$ cat config.mk
export PLATFORM = sky130hd
export DESIGN_NAME = dual_issue_ctrl
export DESIGN_NICKNAME = d
export VERILOG_FILES = /design/src/rtl/dual_issue_pkg.sv /design/src/rtl/dual_issue_ctrl_scoreboard.sv /design/src/rtl/dual_issue_ctrl.sv
export SDC_FILE = /design/constraint.sdc
export NUM_CORES = 1
export LEC_CHECK = 0
export CAP_MARGIN = 20
export CORE_MARGIN = 2
export CORE_UTILIZATION = 57
export CTS_BUF_LIST = sky130_fd_sc_hd__clkbuf_16
export CTS_CLUSTER_DIAMETER = 40
export DETAILED_ROUTE_END_ITERATION = 6
export PLACE_DENSITY = 0.81
export SYNTH_ARGS = -nofsm -noshare
export SYNTH_HDL_FRONTEND = slang
export SYNTH_SLANG_ARGS = --single-unit
$ cat constraint.sdc
create_clock -name clk -period 4 [get_ports clk]
set_input_delay 0.8 -clock clk [delete_from_list [all_inputs] [get_ports clk]]
set_output_delay 0.8 -clock clk [all_outputs]
set_load 0.05 [all_outputs]
$ cat src/rtl/dual_issue_pkg.sv
// Shared types and helpers for the dual-issue scheduler.
package dual_issue_pkg;

   localparam int REG_W = 5;
   localparam int LAT_W = 3;

   typedef enum logic {PAIR, HALF} state_t;

   // Register 0 is hard-wired zero, so it can never be pending.
   function automatic logic op_hazard(input logic [REG_W-1:0] r, input logic busy);
      return (r != '0) && busy;
   endfunction

endpackage

$ cat src/rtl/dual_issue_ctrl_scoreboard.sv
// Per-register write-latency counters with two issue load ports.
module issue_scoreboard
   import dual_issue_pkg::*;
#(
   parameter int WB_LAT = 2,
   parameter int NREGS  = 32
) (
   input  logic             clk,
   input  logic             rst,
   input  logic             ld0,
   input  logic [REG_W-1:0] ld0_rd,
   input  logic             ld1,
   input  logic [REG_W-1:0] ld1_rd,
   output logic [NREGS-1:0] busy_mask
);

   localparam logic [LAT_W-1:0] LAT = LAT_W'(WB_LAT);

   for (genvar r = 0; r < NREGS; r++) begin : g_reg
      logic [LAT_W-1:0] cnt;
      logic             hit;

      assign hit = (r != 0) && ((ld0 && ld0_rd == REG_W'(r)) || (ld1 && ld1_rd == REG_W'(r)));

      // A fresh load wins over the countdown.
      always_ff @(posedge clk) begin
         if (rst)             cnt <= '0;
         else if (hit)        cnt <= LAT;
         else if (cnt != '0)  cnt <= cnt - 1'b1;
      end

      assign busy_mask[r] = !rst && (cnt != '0);
   end

endmodule

$ cat src/rtl/dual_issue_ctrl.sv
// Two-slot issue scheduler; splits bundles on hazards.
// Optional DUAL_ISSUE_STATS_EN adds saturating stall/split counters.
module dual_issue_ctrl
   import dual_issue_pkg::*;
#(
   parameter int WB_LAT = 2,
   parameter int NREGS  = 32
) (
   input  logic             clk,
   input  logic             rst,
   input  logic             fetch_valid,
   input  logic [REG_W-1:0] s0_rs1,
   input  logic [REG_W-1:0] s0_rs2,
   input  logic [REG_W-1:0] s0_rd,
   input  logic             s0_wr,
   input  logic             s0_mem,
   input  logic             s1_valid,
   input  logic [REG_W-1:0] s1_rs1,
   input  logic [REG_W-1:0] s1_rs2,
   input  logic [REG_W-1:0] s1_rd,
   input  logic             s1_wr,
   input  logic             s1_mem,
   output logic             issue0,
   output logic             issue1,
   output logic [1:0]       pc_step,
   output logic             stall,
   output logic [NREGS-1:0] busy_mask
`ifdef DUAL_ISSUE_STATS_EN
   ,output logic [31:0]     stall_cnt,
   output logic [31:0]      split_cnt
`endif
);

   state_t state;
   logic   s0_haz, s1_haz, raw, waw, s1_ok, split;

   assign s0_haz = op_hazard(s0_rs1, busy_mask[s0_rs1]) || op_hazard(s0_rs2, busy_mask[s0_rs2]);
   assign s1_haz = op_hazard(s1_rs1, busy_mask[s1_rs1]) || op_hazard(s1_rs2, busy_mask[s1_rs2]);
   assign raw    = s0_wr && (s0_rd != '0) && (s1_rs1 == s0_rd || s1_rs2 == s0_rd);
   assign waw    = s0_wr && s1_wr && (s0_rd == s1_rd);
   assign s1_ok  = !s1_haz && !raw && !waw && !(s0_mem && s1_mem);

   always_comb begin
      issue0  = 1'b0;
      issue1  = 1'b0;
      pc_step = 2'd0;
      stall   = 1'b0;
      split   = 1'b0;
      if (!rst && fetch_valid) begin
         if (state == PAIR) begin
            if (s0_haz) begin
               stall = 1'b1;
            end else begin
               issue0 = 1'b1;
               if (s1_valid && s1_ok) begin
                  issue1  = 1'b1;
                  pc_step = 2'd2;
               end else if (!s1_valid) begin
                  pc_step = 2'd2;
               end else begin
                  split = 1'b1;
               end
            end
         end else begin
            // Slot 0 already went; only slot 1 of the held bundle remains.
            if (!s1_haz) begin
               issue1  = 1'b1;
               pc_step = 2'd2;
            end else begin
               stall = 1'b1;
            end
         end
      end
   end

   always_ff @(posedge clk) begin
      if (rst)                           state <= PAIR;
      else if (split)                    state <= HALF;
      else if (state == HALF && issue1)  state <= PAIR;
   end

   issue_scoreboard #(.WB_LAT(WB_LAT), .NREGS(NREGS)) u_sb (
      .clk       (clk),
      .rst       (rst),
      .ld0       (issue0 && s0_wr && s0_rd != '0),
      .ld0_rd    (s0_rd),
      .ld1       (issue1 && s1_wr && s1_rd != '0),
      .ld1_rd    (s1_rd),
      .busy_mask (busy_mask)
   );

`ifdef DUAL_ISSUE_STATS_EN
   always_ff @(posedge clk) begin
      if (rst) begin
         stall_cnt <= '0;
         split_cnt <= '0;
      end else begin
         if (stall && stall_cnt != '1) stall_cnt <= stall_cnt + 1'b1;
         if (split && split_cnt != '1) split_cnt <= split_cnt + 1'b1;
      end
   end
`endif

endmodule

* Word-level counts from Yosys, hierarchy flattened
Cells that the tools add are included.
** Word-level totals
- Register bits :: 97
- Output and inout bits :: 37
- Input port bits :: 38
- Bits in read-only memories :: 0
- Memories kept :: 0
- Bits in writable memories :: 0
- Word-level logic and storage cells :: 513
- Bits in latches :: 0
** Operators by class
- Bitwise operators :: 0
- Magnitude comparators :: 4
- Reduce and logical (&&, ||, !) cells :: 253
- $mul :: 0
- Divide/modulo/power cells :: 0
- Mux-type cells :: 95
- Add/sub/neg operators :: 32
- Eq/ne operators :: 65
- Shift-type cells :: 0
** Operators by type and width (number)
- $eq A5 B5 Y1 const B :: 32
- $mux W2 :: 68
- $logic_and A1 B1 Y1 :: 113
- $reduce_bool A3 Y1 :: 32
- $sub A3 B1 Y3 const B :: 32
- $eq A5 B4 Y1 const B :: 16
- $reduce_bool A2 Y1 :: 32
- $reduce_or A2 Y1 :: 31
- $eq A5 B3 Y1 const B :: 8
- $logic_or A1 B1 Y1 :: 34
- $reduce_bool A5 Y1 :: 6
- $lt A5 B6 Y1 const B :: 4
- $mux W1 :: 23
- $bmux W1 S5 :: 4
- $eq A5 B2 Y1 const B :: 4
- $eq A5 B5 Y1 :: 3
- $eq A5 B1 Y1 const B :: 2
- $logic_not A1 Y1 :: 5

* Longest topological paths before layout
Gate-level depths: netlist of run 1.
- Depth after elaboration :: 20
- Mapped depth :: 13
- Depth with buffers taken out :: 10

* By module
Synthesis of run 1 repeated with hierarchy kept, for this count alone.
** Second synthesis, totals
- Cells, all modules :: 641
- Area total of the unflattened synthesis :: 5670.4 um2
** Modules (own cells, without submodules)
- issue_scoreboard :: cells each 489, seq. area each 1921.8 um2, area each 4189.0 um2, times used 1
- dual_issue_ctrl :: cells each 152, seq. area each 20.0 um2, area each 1481.4 um2, times used 1

* Worst setup path before layout of run 1
OpenSTA, ideal clock, no wires.
- Path kind :: input to output
- Start :: input s0_rs2[0]
- End :: output issue1
- Buffers on the path :: 4
- Data required time :: 3.200 ns
- Arrival :: 3.559 ns
- Slack :: -0.359 ns
- Stages on the path :: 10
- Cell sequence :: buf_2 -> clkbuf_1 -> nor4_1 -> a211oi_1 -> a2111o_1 -> a32oi_2 -> a41oi_2 -> buf_2 -> buf_4 -> nor3_1
** Between the ends
- Longest elaborated chain between the ends :: 7
- Elaborated cells on any way between the ends :: 8
- Those cells by class :: mux: 5; reduce/logical: 3
** RTL lines
- from (decl) :: RTL line dual_issue_ctrl.sv:13 : input logic [REG_W-1:0] s0_rs2,
- $bmux W1 S5 :: RTL line dual_issue_ctrl.sv:37 : assign s0_haz = op_hazard(s0_rs1, busy_mask[s0_rs1]) || op_hazard(s0_rs2, busy_mask[s0_rs2]);
- $mux W1 (implied by the code) :: RTL line dual_issue_ctrl.sv:37
- $logic_and A1 B1 Y1 (*) :: RTL line dual_issue_pkg.sv:11 : return (r != '0) && busy;
- $logic_or A1 B1 Y1 (*) :: RTL line dual_issue_ctrl.sv:37
- $mux W1 (*) :: RTL line dual_issue_ctrl.sv:51 : if (s0_haz) begin
- $mux W1 (*) :: RTL line dual_issue_ctrl.sv:50 : if (state == PAIR) begin
- $mux W1 (*) :: RTL line dual_issue_ctrl.sv:49 : if (!rst && fetch_valid) begin
- to (decl) :: RTL line dual_issue_ctrl.sv:24 : output logic issue1,
Every way passes the cells marked *; elsewhere a longest branch is shown, timed or not. The select of a mux whose other input is x is not followed.

* Worst setup path after layout of run 1
- Start :: input s0_rs1[1]
- End :: output pc_step[1]
** Between the ends
- Longest elaborated chain between the ends :: 7
- Elaborated cells on any way between the ends :: 8
- Those cells by class :: mux: 5; reduce/logical: 3
** RTL lines
- from (decl) :: RTL line dual_issue_ctrl.sv:12 : input logic [REG_W-1:0] s0_rs1,
- $bmux W1 S5 :: RTL line dual_issue_ctrl.sv:37
- $mux W1 (implied by the code) :: RTL line dual_issue_ctrl.sv:37
- $logic_and A1 B1 Y1 (*) :: RTL line dual_issue_pkg.sv:11
- $logic_or A1 B1 Y1 (*) :: RTL line dual_issue_ctrl.sv:37
- $mux W2 (*) :: RTL line dual_issue_ctrl.sv:51
- $mux W2 (*) :: RTL line dual_issue_ctrl.sv:50
- $mux W2 (*) :: RTL line dual_issue_ctrl.sv:49
- to (decl) :: RTL line dual_issue_ctrl.sv:25 : output logic [1:0] pc_step,
Marks and branches as above.

==> metrics.md, run 1 <==
| Metric | Value |
|---|---|
| Cell depth of the worst min-delay path | `1` |
| Post-synthesis share of cell area spent on full adders, half adders and majority gates | `0.400%` |
| Max Freq | `253 MHz` |
| Arrival @ worst endpoint | `between 3 and 4 ns` |
| Area of the placeable core | `around 11000 µm²` |
| Worst clock skew | `0.00640 ns` |
| Final-report setup violation count | `0` |
| Maximum number of pins on one net before global-route repair | `47` |
| Biggest fanout along the worst timing path | `5` |
| Cell area power density | `287 nW/µm²` |
| Class of the most critical setup path | `in2out` |
| Average via count per standard cell | `6.79` |
| Main combinational cell family by area after synthesis | `simple AND/OR/NAND/NOR gates` |
| Kind of capture point of the worst setup path | `output pin` |
| Largest cells by area after synthesis | `sky130_fd_sc_hd__dfxtp_1, sky130_fd_sc_hd__nor3_1, sky130_fd_sc_hd__nor2_1` |
| Clock-pin slew reported for the worst setup and hold paths after clock tree synthesis | `~0.06 ns` |
| Remaining Overflow, GRT | `0` |
| Sequential cell area fraction in the yosys report | `31.0%` |
| Last weighted congestion value of the routability-driven placer | `between 0.9 and 1` |
| Wire length of the first global-routing pass | `33200 µm` |
| Reg-to-Reg Start | `u_sb.g_reg[26].cnt[1]` |
| Number of nets in the layout | `approximately 940` |
| Top FF cell, synth | `sky130_fd_sc_hd__dfxtp_1` |
| Slew at the pin closest to its max-slew limit | `0.773 ns` |
| Total length of routed wires | `approximately 22000 µm` |
| Ant diodes | `0` |
| Footprint of the multi-input gates | `just over 4000 µm²` |
| Layout area overhead | `24.2%` |
| Remaining routing DRC violations | `0` |
| Overall fraction of global-route tracks in use | `36.7%` |
| Pre-CTS setup slack | `-0.0596 ns` |
| Class of the tightest hold or removal check | `reg2reg` |
| Count of flip-flops with a built-in enable after synthesis | `0` |
| Final Slew Violations | `0` |
| Wire length per cell | `between 20 and 25 µm` |
| Number of iterations in the first detailed-routing pass | `5` |
| Path depth of the worst reg2reg path | `9` |
| Synthesized-area fraction occupied by xor and xnor cells | `around 2.4%` |
| Setup bufs post-CTS | `0` |
| Later-pin clock latency in the skew report | `between 0.3 and 0.4 ns` |
| I/O Pins | `75` |
| Reg-to-reg slack, setup | `0.53 ns` |
| Site row count | `38` |
| Avg Cell Area, Syn | `7.72 µm²` |
| Number of buffers inserted by port buffering | `73` |
| Post-Syn Nets | `about 850` |
| Cell chosen for the clock root | `sky130_fd_sc_hd__clkbuf_16` |
| Full die area | `11800 µm²` |
| Number of synthesis warnings | `0` |
| Filler cell count | `869` |
| Worst supply voltage drop on vdd | `around 0.27 mV` |
| Commonest non-fill, non-tap cells in the layout | `sky130_fd_sc_hd__dfxtp_1, sky130_fd_sc_hd__nor3_1, sky130_fd_sc_hd__nor2_1, sky130_fd_sc_hd__nand2_1, sky130_fd_sc_hd__clkdlybuf4s50_1` |
| Period Utilization, post-route | `between 90% and 100%` |
| HPWL after detailed placement | `16000 µm` |
| Final hold violation count | `0` |
| Drt first-iter violations | `roughly 670` |
| Largest buffer count on any clock path | `2` |
| Unique masters post-synth | `67` |
| Antenna violations before repair | `0` |
| Compound-Gate Fraction of Synth Area | `16.0%` |
| CTS tree | `built` |
| Share of final-layout standard cells stronger than drive strength 1 | `13.0%` |
| Effective utilization at floorplan | `58.0%` |
| Worst path required time | `3.20 ns` |
| Post-Synth Simple-Gate Area | `40.7%` |
| Static power due to leakage | `roughly 2.7 nW` |
| Vias | `7075` |
| Power after layout | `2.23 mW` |
| Fraction of post-synthesis cell area in the top cell type by area | `31.0%` |
| RSZ-0062 raised after global routing | `false` |
| Final worst path period need | `3.95 ns` |
| Share of synthesized area spent on multiplexers | `4.73%` |
| Area of the mapped netlist | `6260 µm²` |
| Combined flip-flop and latch cell area | `roughly 1900 µm²` |
| PnR worst setup slack | `between 0.04 and 0.05 ns` |
| Normalized max-slew margin | `48.1%` |
| Reg-to-Reg End | `u_sb.g_reg[10].cnt[0]` |
| FF+latch count, synth | `97` |
| Async SR Flop Fraction | `0%` |
| Vias in the first global route | `6497` |
| Die height | `around 110 µm` |
| End point of the worst hold path | `u_sb.g_reg[19].cnt[0]` |
| Top cell type by total area after synthesis | `sky130_fd_sc_hd__dfxtp_1` |
| Post-synthesis cell count | `roughly 810` |
| Number of sinks on the clock net | `97` |
| Startpoint Class | `primary input` |
| Startpoint of the most critical hold path | `u_sb.g_reg[19].cnt[0]` |
| Num CTS Buffers | `9` |
| Post-route ant nets | `0` |
| Count of hold-fix buffers inserted at cts | `0` |
| H-tree levels | `3` |
| Die width | `around 110 µm` |
| Status | `completed` |
| Most common cell after layout, fill and taps aside | `sky130_fd_sc_hd__dfxtp_1` |
| Max-cap check violation count | `0` |
==> critical path, cell delays in order <==
cell	delay [ns]
sky130_fd_sc_hd__clkdlybuf4s50_1	0.52
sky130_fd_sc_hd__nand2b_1	0.17
sky130_fd_sc_hd__a2111oi_0	0.47
sky130_fd_sc_hd__a41oi_1	0.09
sky130_fd_sc_hd__o211ai_1	0.20
sky130_fd_sc_hd__a41oi_4	0.23
sky130_fd_sc_hd__a31oi_1	0.24
sky130_fd_sc_hd__a2bb2oi_1	0.19
sky130_fd_sc_hd__nor2_1	0.06
sky130_fd_sc_hd__buf_4	0.18
==> worst max-delay path by stage <==
stage,to,slack (ns),cells past startpoint,startpoint
CTS,pc_step[1],0.04,10,s1_rs2[1]
global route,pc_step[1],0.0004,10,s1_rs2[1]
floorplan,pc_step[1],0.06,10,s1_rs2[0]
global placement,pc_step[1],-0.02,9,s0_rs2[0]
finish,pc_step[1],0.05,10,s0_rs1[1]
detailed placement,u_sb.g_reg[10].cnt[0],-0.06,12,s0_rs2[0]
==> kinds of logic (layout without fill, tap and decap cells) <==
| kind of cell | after synthesis | count (layout) |
|---|---|---|
| simple gates | 470 | 470 |
| other cells | 1 | 1 |
| flops | 97 | 97 |
| compound gates | 129 | 129 |
| buf+inv | 72 | 163 |
| mux | 23 | 23 |
| fa+ha+maj | 2 | 2 |
| xor+xnor | 17 | 17 |
==> cell usage after synthesis (11+ instances only) <==
cell                       number
sky130_fd_sc_hd__a21oi_1       19
sky130_fd_sc_hd__mux2i_1       15
sky130_fd_sc_hd__and2_1        11
sky130_fd_sc_hd__nand3_1       29
sky130_fd_sc_hd__nor3_1        94
sky130_fd_sc_hd__nand2_1       88
sky130_fd_sc_hd__buf_2         16
sky130_fd_sc_hd__nor4b_1       21
sky130_fd_sc_hd__nor4_1        34
sky130_fd_sc_hd__nor2_1        89
sky130_fd_sc_hd__clkbuf_1      32
sky130_fd_sc_hd__dfxtp_1       97
sky130_fd_sc_hd__inv_1         15
sky130_fd_sc_hd__a31oi_1       13
sky130_fd_sc_hd__or3_1         23
sky130_fd_sc_hd__o31a_1        24
sky130_fd_sc_hd__nand3b_1      32
==> flip-flops by register name (all words and copies together) (netlist names) <==
register,flops
state,1
u_sb.g.cnt,96
==> metrics by stage <==
stage	hold WS [ns]	setup TNS [ns]	std cells	area, µm²	utilization, %
2_1_floorplan	0.439	0	811	6270	-
3_3_place_gp	0.446	-0.0176	1026	7430	68.9
3_5_place_dp	0.468	-0.199	1026	7430	68.9
4_1_cts	0.477	0	1041	7700	71.3
5_1_grt	0.499	0	1042	7780	72.0
6_report	0.477	0	1042	7780	72.0
==> per-layer routing <==
metal  vias up  wire [µm]  track usage (%)
li1       3220          -                -
met3        99       2510             6.81
met5         -          0                0
met2       464       9870             59.9
met4         0       1190             20.9
met1      3292       8100             45.5
==> power by group <==
group / leakage, nW / total [mW] / switching [mW] / internal [mW]
logic: 1.82 / 0.456 / 0.282 / 0.174
clock network: 0.130 / 0.784 / 0.370 / 0.414
registers: 0.782 / 0.988 / 0.00775 / 0.981
==> final cells by class <==
type                    count  area share, %
repair buffers            133           16.2
inverters                  15          0.724
clock inverters             6          0.483
flip-flops and latches     97           25.0
well taps                 140           2.25
multi-input cells         642           52.5
clock buffers               9           2.90
==> what timing repair did <==
item / CTS / global route
cloned: 0 / 1
resized for setup: 2 / 12
setup endpoints to repair: 1 / 3
pin swaps: 2 / 3
Power figures use the tool's default switching activity.
==> run 2: changes to the inputs <==
- RECOVER_POWER: not set -> 50
==> run 2 against run 1 <==
Against the previous run: the run now ends with DRC left; utilization about the same; highest routed layer unchanged; non-clock buffer count unchanged; clock-buffer cell count unchanged; design area about the same; hold slack better by 0.00067 ns; sequential power about the same.
==> metrics.md, run 2 (synthesized netlist as in run 1, its figures left out) <==
| Metric | Value |
|---|---|
| Vias | `7068` |
| Core Util, Final | `approximately 70%` |
| Filler cell count | `870` |
| Reg-to-reg slack, setup | `~0.50 ns` |
| Period Utilization, post-route | `97.6%` |
| Number of nets in the layout | `938` |
| Max-cap check violation count | `0` |
| Final worst path period need | `approximately 3.9 ns` |
| Combinational share of power | `20.3%` |
| Wire length of the first global-routing pass | `between 30000 and 40000 µm` |
| Worst path required time | `approximately 3.2 ns` |
| Instance count after placement with tap cells included | `1026` |
| Portion of total power attributed to sequential cells | `approximately 44%` |
| Full die area | `about 12000 µm²` |
| Registers with the highest flip-flop counts | `u_sb.g.cnt x96, state x1` |
| Number of buffers inserted by port buffering | `73` |
| Cell depth of the worst min-delay path | `1` |
| Number of sinks on the clock net | `97` |
| Class of the most critical setup path | `in2out` |
| Largest buffer count on any clock path | `2` |
| Site row count | `38` |
| Antenna violations before repair | `0` |
| CTS tree | `built` |
| Startpoint of the most critical hold path | `u_sb.g_reg[19].cnt[0]` |
| Num CTS Buffers | `9` |
| Final Slew Violations | `0` |
| Cell area power density | `286 nW/µm²` |
| Effective utilization at floorplan | `58.0%` |
| Class of the tightest hold or removal check | `reg2reg` |
| RSZ-0062 raised after global routing | `false` |
| Count of non-filler cells in the finished layout | `1042` |
| Final sum of negative setup slack | `0 ns` |
| Wire length per cell | `slightly above 20 µm` |
| Startpoint Class | `primary input` |
| Clock-pin slew reported for the worst setup and hold paths after clock tree synthesis | `about 0.070 ns` |
| Internal power component | `1.57 mW` |
| Commonest non-fill, non-tap cells in the layout | `sky130_fd_sc_hd__dfxtp_1, sky130_fd_sc_hd__nor3_1, sky130_fd_sc_hd__nor2_1, sky130_fd_sc_hd__nand2_1, sky130_fd_sc_hd__buf_4` |
| Switching power total | `about 0.66 mW` |
| Die height | `between 100 and 150 µm` |
| Number of iterations in the first detailed-routing pass | `7` |
| Static power due to leakage | `2.83 nW` |
| Area after DPL | `7430 µm²` |
| Biggest fanout along the worst timing path | `4` |
| Arrival @ worst endpoint | `3.10 ns` |
| End point of the worst hold path | `u_sb.g_reg[19].cnt[0]` |
| Final hold violation count | `0` |
| Reg with most FFs | `u_sb.g.cnt` |
| Kind of capture point of the worst setup path | `output pin` |
| Cell chosen for the clock root | `sky130_fd_sc_hd__clkbuf_16` |
| Worst clock skew | `0.00622 ns` |
| HPWL after detailed placement | `16000 µm` |
| Max Freq | `~260 MHz` |
| Drt first-iter violations | `between 700 and 800` |
| Reg-to-Reg End | `u_sb.g_reg[10].cnt[0]` |
| Number of flip-flops under the largest register name | `96` |
| Last weighted congestion value of the routability-driven placer | `between 0.9 and 1` |
| Share of final-layout standard cells stronger than drive strength 1 | `13.0%` |
| Reg-to-Reg Start | `u_sb.g_reg[6].cnt[0]` |
| Total length of routed wires | `21600 µm` |
| Slew at the pin closest to its max-slew limit | `0.763 ns` |
| Ant diodes | `0` |
| Layout area overhead | `24.1%` |
| H-tree levels | `3` |
| Normalized max-slew margin | `48.7%` |
| Overall fraction of global-route tracks in use | `36.7%` |
| Remaining routing DRC violations | `8` |
| Post-route design area | `7770 µm²` |
| Area of the placeable core | `10800 µm²` |
| Later-pin clock latency in the skew report | `0.35 ns` |
| Path depth of the worst reg2reg path | `9` |
| Remaining Overflow, GRT | `0` |
| Switching power as a share of total power | `29.6%` |
| Die width | `109 µm` |
| Violations in the final reports | `DRC` |
| Average via count per standard cell | `between 6 and 7` |
| Post-route ant nets | `0` |
| Worst supply voltage drop on vdd | `0.269 mV` |
| Count of hold-fix buffers inserted at cts | `0` |
| Maximum number of pins on one net before global-route repair | `47` |
| Power after layout | `2.23 mW` |
| Clock network fraction of total power | `around a third` |
| Status | `complete, but fails checks` |
| Final-report setup violation count | `0` |
| Most common cell after layout, fill and taps aside | `sky130_fd_sc_hd__dfxtp_1` |
| Vias in the first global route | `6497` |
| I/O Pins | `75` |
[run 2: cell count changes in the layout (fill, tap and decap cells not counted), sizes merged]
cell,change
clkdlybuf4s50,-30
buf,-1
dlygate4sd3,+30
clkbuf,+1
[run 2: worst max path at each step]
stage	endpoint	slack, ns	from	depth (start not counted)
final	pc_step[1]	0.1	s1_rs2[1]	10
after global routing	pc_step[1]	0.003	s1_rs2[1]	10
after CTS	pc_step[1]	0.04	s1_rs2[1]	10
after detailed placement	u_sb.g_reg[10].cnt[0]	-0.06	s0_rs2[0]	12
after global placement	pc_step[1]	-0.02	s0_rs2[0]	9
after floorplan	pc_step[1]	0.06	s1_rs2[0]	10
[run 2: metal layers]
metal | track usage (%) | up-vias | routed length [µm]
li1 | - | 3213 | -
met1 | 45.5 | 3289 | 8230
met2 | 59.9 | 468 | 9890
met3 | 6.81 | 98 | 2290
met4 | 20.9 | 0 | 1180
met5 | 0 | - | 0
[run 2: power groups by stage]
stage               clock network (mW)  registers (mW)  logic (mW)
floorplan                            0            1.01       0.288
global placement                     0            1.01       0.419
detailed placement                   0            1.01       0.432
CTS                              0.792           0.988       0.437
global route                     0.832           0.989       0.479
finish                           0.786           0.988       0.452
[run 2: critical path: stages]
cell                              delay (ns)
sky130_fd_sc_hd__clkdlybuf4s50_1        0.56
sky130_fd_sc_hd__nand2b_1               0.18
sky130_fd_sc_hd__a2111oi_2              0.36
sky130_fd_sc_hd__a21oi_1                0.07
sky130_fd_sc_hd__and4b_1                0.20
sky130_fd_sc_hd__a41o_1                 0.22
sky130_fd_sc_hd__o211ai_2               0.25
sky130_fd_sc_hd__a2bb2oi_1              0.22
sky130_fd_sc_hd__nor2_1                 0.06
sky130_fd_sc_hd__buf_4                  0.18
[run 2: layout make-up]
cell class / count / area [µm²] / share of cell area (%)
Inverter: 15 / 56.3 / 0.724
Timing Repair Buffer: 133 / 1260 / 16.2
Clock inverter: 6 / 37.5 / 0.483
Tap cell: 140 / 175 / 2.25
Clock buffer: 9 / 225 / 2.90
Sequential cell: 97 / 1940 / 25.0
Multi-Input combinational cell: 642 / 4080 / 52.5
[run 2: through the flow]
step                setup slack, ns  hold WS, ns
floorplan                    0.0607        0.439
global placement            -0.0176        0.446
detailed placement          -0.0596        0.468
CTS                          0.0436        0.477
global route                0.00331        0.499
finish                       0.0972        0.477
[run 2: repair_timing]
item,CTS,global route
pin swaps,2,3
hold endpoints to repair,0,0
setup buffers,0,0
gates resized for setup,2,12
cloned,0,1
setup endpoints to repair,1,3
==> run 3: changes to the inputs <==
- CORE_ASPECT_RATIO: not set -> 0.7
- CORE_UTILIZATION: 57 -> 50
- PLACE_DENSITY: 0.81 -> 0.73
- RECOVER_POWER: 50 -> 25
==> run 3 against run 2 <==
Against the previous run: the flow now finishes without violations; via count is 2.2% higher; clock skew rose by 0.0039 ns; global-route usage is 3.5 points lower; clock-buffer cell count stayed put; power is 7.7% higher; critical path depth unchanged; die area is 14% higher; non-clock buffer count increased by 20; critical path type unchanged.
==> metrics.md, run 3 (synthesized netlist as in run 1, its figures left out) <==
| Metric | Value |
|---|---|
| Status | `completed` |
| Reg with most FFs | `u_sb.g.cnt` |
| Overall fraction of global-route tracks in use | `33.2%` |
| Number of buffers inserted by port buffering | `between 70 and 80` |
| H-tree levels | `3` |
| Number of flip-flops under the largest register name | `96` |
| Post-route ant nets | `0` |
| Number of sinks on the clock net | `between 90 and 100` |
| Number of nets in the layout | `approximately 960` |
| Worst clock skew | `0.0101 ns` |
| Vias | `roughly 7200` |
| Final-report setup violation count | `0` |
| Num CTS Buffers | `9` |
| Final hold violation count | `0` |
| RSZ-0062 raised after global routing | `false` |
| Commonest non-fill, non-tap cells in the layout | `sky130_fd_sc_hd__dfxtp_1, sky130_fd_sc_hd__nor3_1, sky130_fd_sc_hd__nor2_1, sky130_fd_sc_hd__nand2_1, sky130_fd_sc_hd__buf_4` |
| Layout area overhead | `28.1%` |
| Antenna violations before repair | `0` |
| Class of the tightest hold or removal check | `reg2reg` |
| Slew at the pin closest to its max-slew limit | `roughly 0.86 ns` |
| Area of the placeable core | `12300 µm²` |
| Cell chosen for the clock root | `sky130_fd_sc_hd__clkbuf_16` |
| Die width | `138 µm` |
| Later-pin clock latency in the skew report | `roughly 0.36 ns` |
| Core Util, Final | `65.1%` |
| Period Utilization, post-route | `a little over nine tenths` |
| Worst Hold Slack | `between 0.4 and 0.5 ns` |
| CTS tree | `built` |
| Bufs and invs on worst path | `4` |
| Worst path required time | `between 3 and 4 ns` |
| Average via count per standard cell | `about 6.7` |
| Wire length of the first global-routing pass | `34500 µm` |
| Last weighted congestion value of the routability-driven placer | `approximately 0.98` |
| Worst supply voltage drop on vdd | `~0.24 mV` |
| Remaining routing DRC violations | `0` |
| Count of hold-fix buffers inserted at cts | `0` |
| Share of final-layout standard cells stronger than drive strength 1 | `about 16%` |
| Kind of capture point of the worst setup path | `output pin` |
| Site row count | `34` |
| Final worst path period need | `between 3 and 4 ns` |
| Top delay family on crit path | `buffers and inverters` |
| Arrival @ worst endpoint | `3.15 ns` |
| Static power due to leakage | `slightly below 3 nW` |
| Most common cell after layout, fill and taps aside | `sky130_fd_sc_hd__dfxtp_1` |
| Biggest fanout along the worst timing path | `14` |
| HPWL after detailed placement | `16800 µm` |
| Effective utilization at floorplan | `about half` |
| Largest incremental delay on the critical path | `0.56 ns` |
| Ant diodes | `0` |
| Drt first-iter violations | `1024` |
| Registers with the highest flip-flop counts | `u_sb.g.cnt x96, state x1` |
| Full die area | `13500 µm²` |
| Critical Path, Cell by Cell | `clkdlybuf4s50_1, buf_12, nor4_2, a2111oi_0, or4b_1, o21ai_2, o211ai_4, buf_4, nor3_4, buf_6` |
| Largest buffer count on any clock path | `2` |
| Die height | `97.6 µm` |
| Vias in the first global route | `6435` |
| Clock-pin slew reported for the worst setup and hold paths after clock tree synthesis | `0.08 ns` |
| I/O Pins | `75` |
| Class of the most critical setup path | `in2out` |
| Total length of routed wires | `~23000 µm` |
| Final Slew Violations | `0` |
| Number of iterations in the first detailed-routing pass | `6` |
| Max Freq | `253 MHz` |
| Startpoint Class | `primary input` |
| Slowest-stage cell, CP | `sky130_fd_sc_hd__or4b_1` |
| Cell area power density | `between 200 and 300 nW/µm²` |
| Maximum number of pins on one net before global-route repair | `40` |
| Wire length per cell | `21.2 µm` |
| Normalized max-slew margin | `a little over two fifths` |
| Max-cap check violation count | `0` |
| Remaining Overflow, GRT | `0` |
-- run 3: per-layer routing --
| layer | share of wire (%) | track usage (%) | vias up |
|---|---|---|---|
| met3 | 11 | 7.67 | 61 |
| met5 | 0 | 0 | - |
| met2 | 44 | 49.7 | 443 |
| met1 | 42 | 46.8 | 3445 |
| met4 | 3.1 | 11.1 | 0 |
| li1 | - | - | 3273 |
-- run 3: power by group --
part           internal, mW  switching (mW)
Clock                 0.497           0.433
Sequential            0.980         0.00768
Combinational         0.185           0.294
-- run 3: per-stage QoR --
stage	cell area [µm²]	cells	power [mW]	TNS (ns)	worst slack (ns)
after CTS	7870	1074	2.37	0	0.0105
after global routing	8030	1085	2.47	0	0.00521
after detailed placement	7540	1058	1.46	-0.0911	-0.0454
after floorplan	6270	811	1.30	0	0.0607
final	8030	1085	2.40	0	0.0498
after global placement	7540	1058	1.45	-0.0281	-0.0281
-- run 3: area by class of cell --
| type | instances | area, µm² |
|---|---|---|
| Tap cell | 162 | 203 |
| Sequential cell | 97 | 1940 |
| Inverter | 15 | 56.3 |
| Clock inverter | 7 | 85.1 |
| Multi-Input combinational cell | 642 | 4130 |
| Fill cell | 1046 | 4310 |
| Clock buffer | 9 | 225 |
| Timing Repair Buffer | 153 | 1390 |
-- run 3: repair_timing --
item	4_1_cts	5_1_grt
setup buffers	0	10
endpoints found under the setup margin	3	4
pin swaps	3	8
cloned	0	1
resized for setup	9	19
-- run 3: path summary, 6_finish.rpt --
kind	start	to	slack [ns]	cells after the start
worst min register to register	u_sb.g_reg[5].cnt[0]	u_sb.g_reg[5].cnt[0]	0.48	1
worst max register to register	u_sb.g_reg[12].cnt[2]	u_sb.g_reg[10].cnt[0]	0.57	10
worst max-delay path	s1_rs2[0]	issue1	0.05	10
worst min-delay path	u_sb.g_reg[5].cnt[0]	u_sb.g_reg[5].cnt[0]	0.48	1
